[src/rtl/kurm_exec_unit.sv]
// kurm_exec_unit: single-cycle decode, ALU and word-addressed data memory.
// Define KURM_ALU_FLAGS_EN to drive c_out/lt/gt/overflow; otherwise they read 0.
module kurm_exec_unit #(
   parameter int DMEM_DEPTH = 64
) (
   input  logic        clock,
   input  logic        clearN,
   input  logic [3:0]  opcode,
   input  logic [15:0] rs_data,
   input  logic [15:0] rt_data,
   input  logic [3:0]  imm4,
   input  logic        c_in,
   output logic        reg_dst,
   output logic        jump,
   output logic        branch,
   output logic        mem_read,
   output logic        mem_to_reg,
   output logic        mem_write,
   output logic        alu_src,
   output logic        reg_write,
   output logic [2:0]  alu_op,
   output logic [15:0] alu_result,
   output logic        c_out,
   output logic        lt,
   output logic        eq,
   output logic        gt,
   output logic        overflow,
   output logic [15:0] mem_rdata,
   output logic [15:0] wb_data,
   output logic        take_branch
);
`ifdef KURM_ALU_FLAGS_EN
   localparam bit FLAGS_EN = 1'b1;
`else
   localparam bit FLAGS_EN = 1'b0;
`endif
   localparam int AW = $clog2(DMEM_DEPTH);

   logic [15:0] b, bx, sum;
   logic        cy, sub, arith, lt_s, gt_s;
   logic [AW-1:0] idx;
   logic [15:0] mem_q [DMEM_DEPTH];
   logic [15:0] mem_d [DMEM_DEPTH];

   always_comb begin
      {reg_dst, jump, branch, mem_read, mem_to_reg, mem_write, alu_src, reg_write} = '0;
      alu_op = 3'b010;
      case (opcode)
         4'h0: {reg_dst, reg_write} = 2'b11;
         4'h1: {reg_dst, reg_write, alu_op} = 5'b11_110;
         4'h2: {reg_dst, reg_write, alu_op} = 5'b11_000;
         4'h3: {reg_dst, reg_write, alu_op} = 5'b11_001;
         4'h4: {reg_dst, reg_write, alu_op} = 5'b11_111;
         4'h5: {alu_src, reg_write} = 2'b11;
         4'h6: {alu_src, mem_read, mem_to_reg, reg_write} = 4'hF;
         4'h7: {alu_src, mem_write} = 2'b11;
         4'h8: {branch, alu_op} = 4'b1_110;
         4'h9: jump = 1'b1;
         default: ;
      endcase
   end

   // Subtraction shares the adder as A + ~B + 1, so carry-out means "no borrow".
   assign b     = alu_src ? {{12{imm4[3]}}, imm4} : rt_data;
   assign sub   = alu_op == 3'b110;
   assign arith = sub || alu_op == 3'b010;
   assign bx    = sub ? ~b : b;
   assign {cy, sum} = {1'b0, rs_data} + {1'b0, bx} + {16'b0, sub | c_in};
   assign lt_s  = $signed(rs_data) < $signed(b);
   assign gt_s  = $signed(rs_data) > $signed(b);
   assign eq    = rs_data == b;

   always_comb begin
      alu_result = sum;
      case (alu_op)
         3'b000: alu_result = rs_data & b;
         3'b001: alu_result = rs_data | b;
         3'b011: alu_result = rs_data ^ b;
         3'b100: alu_result = ~(rs_data | b);
         3'b101: alu_result = b;
         3'b111: alu_result = {15'b0, lt_s};
         default: ;
      endcase
   end

   assign c_out       = FLAGS_EN & arith & cy;
   assign overflow    = FLAGS_EN & arith & (rs_data[15] == bx[15]) & (sum[15] != rs_data[15]);
   assign lt          = FLAGS_EN & lt_s;
   assign gt          = FLAGS_EN & gt_s;
   assign take_branch = branch & ~eq;

   assign idx = alu_result[AW:1];

   always_comb begin
      mem_d = mem_q;
      if (mem_write) mem_d[idx] = rt_data;
   end

   always_ff @(posedge clock or negedge clearN)
      if (!clearN) mem_q <= '{default: '0};
      else mem_q <= mem_d;

   assign mem_rdata = mem_read ? mem_q[idx] : 16'h0000;
   assign wb_data   = mem_to_reg ? mem_rdata : alu_result;
endmodule

[config.mk]
export PLATFORM = sky130hd
export DESIGN_NAME = kurm_exec_unit
export DESIGN_NICKNAME = d
export VERILOG_FILES = /design/src/rtl/kurm_exec_unit.sv
export SDC_FILE = /design/constraint.sdc
export NUM_CORES = 2
export LEC_CHECK = 0
export CAP_MARGIN = 5
export CELL_PAD_IN_SITES_DETAIL_PLACEMENT = 1
export CELL_PAD_IN_SITES_GLOBAL_PLACEMENT = 2
export CORE_MARGIN = 10
export CORE_UTILIZATION = 34
export DETAILED_ROUTE_END_ITERATION = 16
export GPL_ROUTABILITY_DRIVEN = 0
export PLACE_DENSITY_LB_ADDON = 0.1
export SLEW_MARGIN = 20
export SYNTH_ARGS = -nofsm -noshare
export SYNTH_HDL_FRONTEND = slang
export SYNTH_SLANG_ARGS = --single-unit
[constraint.sdc]
create_clock -name clock -period 10.6 [get_ports clock]
set_input_delay 1.59 -clock clock [delete_from_list [all_inputs] [get_ports clock]]
set_output_delay 1.59 -clock clock [all_outputs]
set_load 0.01 [all_outputs]
### Word level (Yosys, flattened, before mapping)

Cells that the tools add are included.
W data, S select, Z words.

| storage, ports and cells | value |
|---|---|
| output and inout bits | 65 |
| input bits | 43 |
| register bits after elaboration | 1024 |

| operators by class | value |
|---|---|
| multiplexer cells | 19 |
| $lt $le $gt $ge | 3 |
| bitwise logic cells | 9 |
| reductions and logical operators | 7 |
| equality and inequality tests | 16 |
| add/sub/neg operators | 2 |

Operators with widths:

| cell | count |
|---|---|
| $bwmux W1024 | 1 |
| $mux W16 | 7 |
| $bmux W16 S6 | 1 |
| $demux W16 S6 | 1 |
| $pmux W16 S6 | 1 |
| $not A16 Y16 | 2 |
| $add A16 B1 Y16 | 1 |
| $add A16 B16 Y16 | 1 |
| $and A16 B16 Y16 | 1 |
| $eq A16 B16 Y1 | 1 |
| $eq A4 B3 Y1 const B | 4 |
| $lt A16 B16 Y1 | 1 |
| $or A16 B16 Y16 | 1 |
| $xor A16 B16 Y16 | 1 |
| $eq A3 B3 Y1 const B | 4 |
| $pmux W3 S4 | 1 |
| $eq A4 B2 Y1 const B | 2 |
| $eq A4 B4 Y1 const B | 2 |
| $ge A7 B7 Y1 const B | 1 |
| $lt A7 B1 Y1 const B | 1 |
| $mux W1 | 7 |
| $not A6 Y7 | 1 |
| $reduce_or A7 Y1 | 1 |
| $reduce_or A5 Y1 | 1 |
| other kinds (11) | 11 |

### Longest topological paths before layout

| logic depth | value |
|---|---|
| depth after elaboration | 15 |
| mapped depth | 25 |

### Worst setup path before layout

No wires, ideal clock.

| timing | value |
|---|---|
| path type | input-to-output |
| from | in opcode[3] |
| to | out wb_data[3] |
| setup slack | 2540 ps |
| data required time | 9010 ps |
| stages on the path | 21 |
| data arrival time | 6470 ps |
| cell sequence | buf_4 -> clkbuf_1 -> xnor2_1 -> or3_1 -> clkbuf_1 -> clkbuf_1 -> nor2b_1 -> fa_1 -> inv_1 -> fa_1 -> a211o_1 -> a21oi_1 -> mux2_2 -> nor2_4 -> inv_2 -> and3_1 -> clkbuf_1 -> a32oi_1 -> a31oi_1 -> or4b_1 -> mux2_2 |

| on the way | value |
|---|---|
| longest elaborated chain between the ends | 15 |
| elaborated cells on any way between the ends | 37 |
| those cells by class | add/sub (2); eq/ne (14); mux (11); bitwise (7); reduce/logical (3) |

Ends and longest elaborated chain:

| element | line | text |
|---|---|---|
| start, declared | 8 | `input logic [3:0] opcode,` |
| parallel branches: the longest is 8 deep, another holds $add A16 B16 Y16 | -- |  |
| $pmux W16 S6 * | 75 | `case (alu_op)` |
| via alu_result[6] | 22 | `output logic [15:0] alu_result,` |
| $not A6 Y7 (implied by the code) * | 103 | `assign mem_rdata = mem_read ? mem_q[idx] : 16'h0000;` |
| $bmux W16 S6 * | 103 |  |
| $mux W16 (implied by the code) * (2 in series) | 103 |  |
| $mux W16 * | 103 |  |
| $mux W16 * | 104 | `assign wb_data = mem_to_reg ? mem_rdata : alu_result;` |
| end, declared | 29 | `output logic [15:0] wb_data,` |

Mark *: on every way through the listed nets, which the timed path passes. The select of a mux whose other input is x is not followed.

### Worst setup path in the final report

| timing | value |
|---|---|
| from | in opcode[3] |
| to | out mem_rdata[15] |

| on the way | value |
|---|---|
| longest elaborated chain between the ends | 14 |
| elaborated cells on any way between the ends | 36 |
| those cells by class | add/sub (2); eq/ne (14); mux (10); bitwise (7); reduce/logical (3) |

Ends and longest elaborated chain:

| element | line | text |
|---|---|---|
| parallel branches: the longest is 13 deep, another holds $add A16 B16 Y16 | -- |  |
| $mux W16 * | 103 |  |
| end, declared | 28 | `output logic [15:0] mem_rdata,` |

Mark *: on every way between the ends. The select of a mux whose other input is x is not followed.

==> results.sh <==
export IMPL_p_leak_nw=27.3
export IMPL_drv_cap=0
export IMPL_critical_path_arrival_ns=8.72
export IMPL_finClkSkew_ns=0
export IMPL_power_density_mw_per_mm2=212
export IMPL_synthToLayoutAreaGrowth_pct=15.6
export IMPL_synth_area_per_cell_um2=11.8
export IMPL_power_switching_mw=4.41
export IMPL_p_int_mw=7.90
export IMPL_synth_warnings=0
export IMPL_endpoint_kind="output pin"
export IMPL_nets=4405
export IMPL_sw_frac_of_total=0.358
export IMPL_largest_reg_flops=1024
export IMPL_post_cts_buffers=0
export IMPL_synthCells=4251
export IMPL_clkTransAtPathRegs_ns=0.06
export IMPL_grt_pass1_vias=37900
export IMPL_io_pins=108
export IMPL_start_util=0.341
export IMPL_fillCellCount=15500
export IMPL_timing_slew_headroom=0.221
export IMPL_top_regs="mem_q: 1024 flops"
export IMPL_placed_cell_area_mm2=0.0541
export IMPL_cts_tree="yes"
export IMPL_min_period_ns=10.31
export IMPL_vias_per_cell=5.82
export IMPL_port_buffers=103
export IMPL_p_comb_frac=0.288
export IMPL_regMostFlops="mem_q"
export IMPL_p_total_mw=12.3
export IMPL_worst_pin_slew_ns=1.17
export IMPL_yosys_area_top_type="dfrtp_1"
export IMPL_drtIter0Drc=2875
export IMPL_dr_pass1_iters=5
export IMPL_synth_top_area_frac=0.510
export IMPL_synth_edf_count=0
export IMPL_irDropWorstVdd_uv=154
export IMPL_dr_total_vias=36900
export IMPL_slew_viol_final=0
export IMPL_grt_pass1_wl_um=304000
export IMPL_syn_cell_area_mm2=0.0503
export IMPL_overflow=0
export IMPL_final_cell_area_mm2=0.0581
export IMPL_synth_top_family_by_area="multiplexers"
export IMPL_clkSinkCount=1024
export IMPL_synthAdderAreaFrac=0.0122
export IMPL_pwr_share_clk=0.344
export IMPL_std_cell_rows=141
export IMPL_numCtsBuffers=120
export IMPL_dp_hpwl_um=137000
export IMPL_yosysSeqAreaShare=0.510
export IMPL_yosys_area_share_simple=0.0837
export IMPL_final_period_utilization=0.973
export IMPL_antenna_found_initial=11
export IMPL_muxShareOfSynthArea=0.253
export IMPL_cp_max_fo=64
export IMPL_fmax_mhz=97.0
export IMPL_cts_root_buffer="clkbuf_16"
export IMPL_synth_area_top_cells="dfrtp_1 51%, mux2_2 24%, nand2_1 3.6%"
export IMPL_ant_nets=0
export IMPL_fp_dieW_um=405
export IMPL_ys_async_sr_fraction=1.00
export IMPL_critPathKind="primary input to output pin"
export IMPL_dieArea_mm2=0.164
export IMPL_seq_power_share=0.368
export IMPL_drive_above_1_share=0.358
export IMPL_drc=0
export IMPL_cp_data_required_time_ns=9.01
export IMPL_cp_start_kind="primary input"
export IMPL_drt_total_wl_um=213000
export IMPL_ys_flop_type="dfrtp_1"
export IMPL_synth_compound_area_frac=0.0971
export IMPL_fp_coreArea_mm2=0.147
export IMPL_synth_xor_area_frac=0.00540
export IMPL_insertion_delay_ns=0.77
export IMPL_track_usage=0.256
export IMPL_synth_distinct_cells=95
export IMPL_htreeDepth=3
export IMPL_final_setup_viol_count=0
export IMPL_rsz0062_at_grt="false"
export IMPL_final_util=0.395
export IMPL_grt_max_degree=161
export IMPL_clk_path_buf_depth=3
export IMPL_synth_seq_cells=1024
export IMPL_hold_class="flop to flop"
export IMPL_seq_area_mm2=0.0256
export IMPL_status="completed"
export IMPL_wl_per_cell_um=33.6
export IMPL_hold_viol_final=0
export IMPL_multiInputGateArea_mm2=0.0230
export IMPL_die_h_um=405
## worst paths after layout
check | slack (ns) | depth (start not counted) | start | endpoint
setup / recovery | 0.29 | 20 | opcode[3] | mem_rdata[15]
hold / removal | 0.47 | 2 | mem_q[989] | mem_q[989]
setup reg to reg | 9.76 | 1 | mem_q[929] | mem_q[929]
hold reg to reg | 0.47 | 2 | mem_q[989] | mem_q[989]
max in group asynchronous | 7.42 | 3 | clearN | mem_q[901]
min in group asynchronous | 0.90 | 1 | clearN | mem_q[517]
## cell families (layout without fill, tap and decap cells)
logic type                 count (synthesis)  in the layout
DFF                                     1024           1024
and+or+nand+nor                          903            903
adders and majority gates                 48             48
other                                      1              9
AOI/OAI and AO/OA                        682            682
buffers and inverters                    429            585
muxes                                   1133           1133
xor gates and xnor gates                  31             31
## area by class of cell
| cell class | count | area share |
|---|---|---|
| diodes | 5 | 0.000215 |
| clock buffers | 187 | 0.0616 |
| clock inverters | 31 | 0.00721 |
| inverters | 40 | 0.00301 |
| multi-input cells | 2801 | 0.395 |
| flip-flops and latches | 1024 | 0.441 |
| well taps | 1930 | 0.0415 |
| repair buffers | 327 | 0.0507 |
## cells in the mapped netlist (all sizes together), types with 7 or more instances
library cell  count
o2111ai           9
mux2           1054
o221ai            8
inv              39
nor3             21
nor4              8
o22ai            27
o2bb2ai          17
a2111oi           7
nand3           147
and3             75
nand2           491
xor2             11
a22oi            36
mux2i            73
a311oi           30
clkbuf          197
o21a              9
a221oi           67
nor2             88
o211ai           13
a211oi           78
xnor2            20
nor2b             7
buf             192
a31oi            59
ha               46
dfrtp          1024
a21oi            98
nand2b            7
a221o            15
o21ai           105
and2              7
a21o             17
nand4            22
a32oi            22
o31a              7
a22o             16
## power by group through the flow
stage          registers [mW]  clock network [mW]  logic [mW]
2_1_floorplan            4.53                   0        1.76
3_3_place_gp             4.58                   0        3.50
3_5_place_dp             4.59                   0        3.52
4_1_cts                  4.52                4.33        3.53
5_1_grt                  4.58                4.49        3.70
6_report                 4.53                4.24        3.54
## cells in the final DEF (no fill, tap or decap), types with 11 or more instances in the layout
master,count
a211oi_1,75
clkbuf_8,33
a21oi_1,95
xnor2_1,20
nand2_1,479
a32oi_1,22
mux2i_1,73
a22oi_1,36
dfrtp_1,1024
o21ai_0,101
a21o_1,17
clkinv_2,16
clkbuf_16,120
nor2_2,35
inv_1,34
o2bb2ai_1,17
mux2_2,1051
a311oi_1,30
nand4_1,22
buf_12,25
o211ai_1,12
nand2_2,11
a31oi_1,59
and3_1,75
buf_4,199
nand3_1,147
nor3_1,13
a221o_1,15
clkbuf_1,34
o22ai_1,27
buf_2,16
a221oi_1,67
nor2_1,44
ha_1,46
clkdlybuf4s50_1,86
a22o_1,16
## timing repair
item	in CTS	in global routing
gates resized for setup	0	2
setup endpoints to repair	0	4
hold buffers	0	0
## stage by stage
stage               worst slack [ns]  hold WS, ns  cells  TNS, ns
floorplan                       2.54        0.442   4254        0
detailed placement             0.215        0.466   6122        0
global route                  0.0165        0.502   6340        0
CTS                            0.142        0.479   6340        0
global placement              -0.431        0.455   6121   -0.646
finish                         0.288        0.472   6345        0
## routing by layer
layer	part of all wire	up-vias	track usage
met3	0.054	273	0.0415
met5	0.00019	-	0
met2	0.45	925	0.398
li1	-	15600	-
met1	0.47	20100	0.367
met4	0.028	6	0.0656
## worst max-delay path, stage by stage
cell,delay [ns]
clkdlybuf4s50_1,0.59
buf_4,0.31
nand2b_1,0.30
o21ai_1,0.41
nand2_1,0.20
xnor2_1,0.18
ha_1,0.36
nor2_1,0.08
a21oi_1,0.21
xor2_2,0.19
a21oi_4,0.42
clkinv_8,0.44
nor2_2,0.75
buf_4,0.38
a221oi_1,0.17
o22a_1,0.22
o221ai_1,0.39
nor4_1,0.24
nor2_1,0.54
clkdlybuf4s50_1,0.68
(Power assumes the default switching activity.)
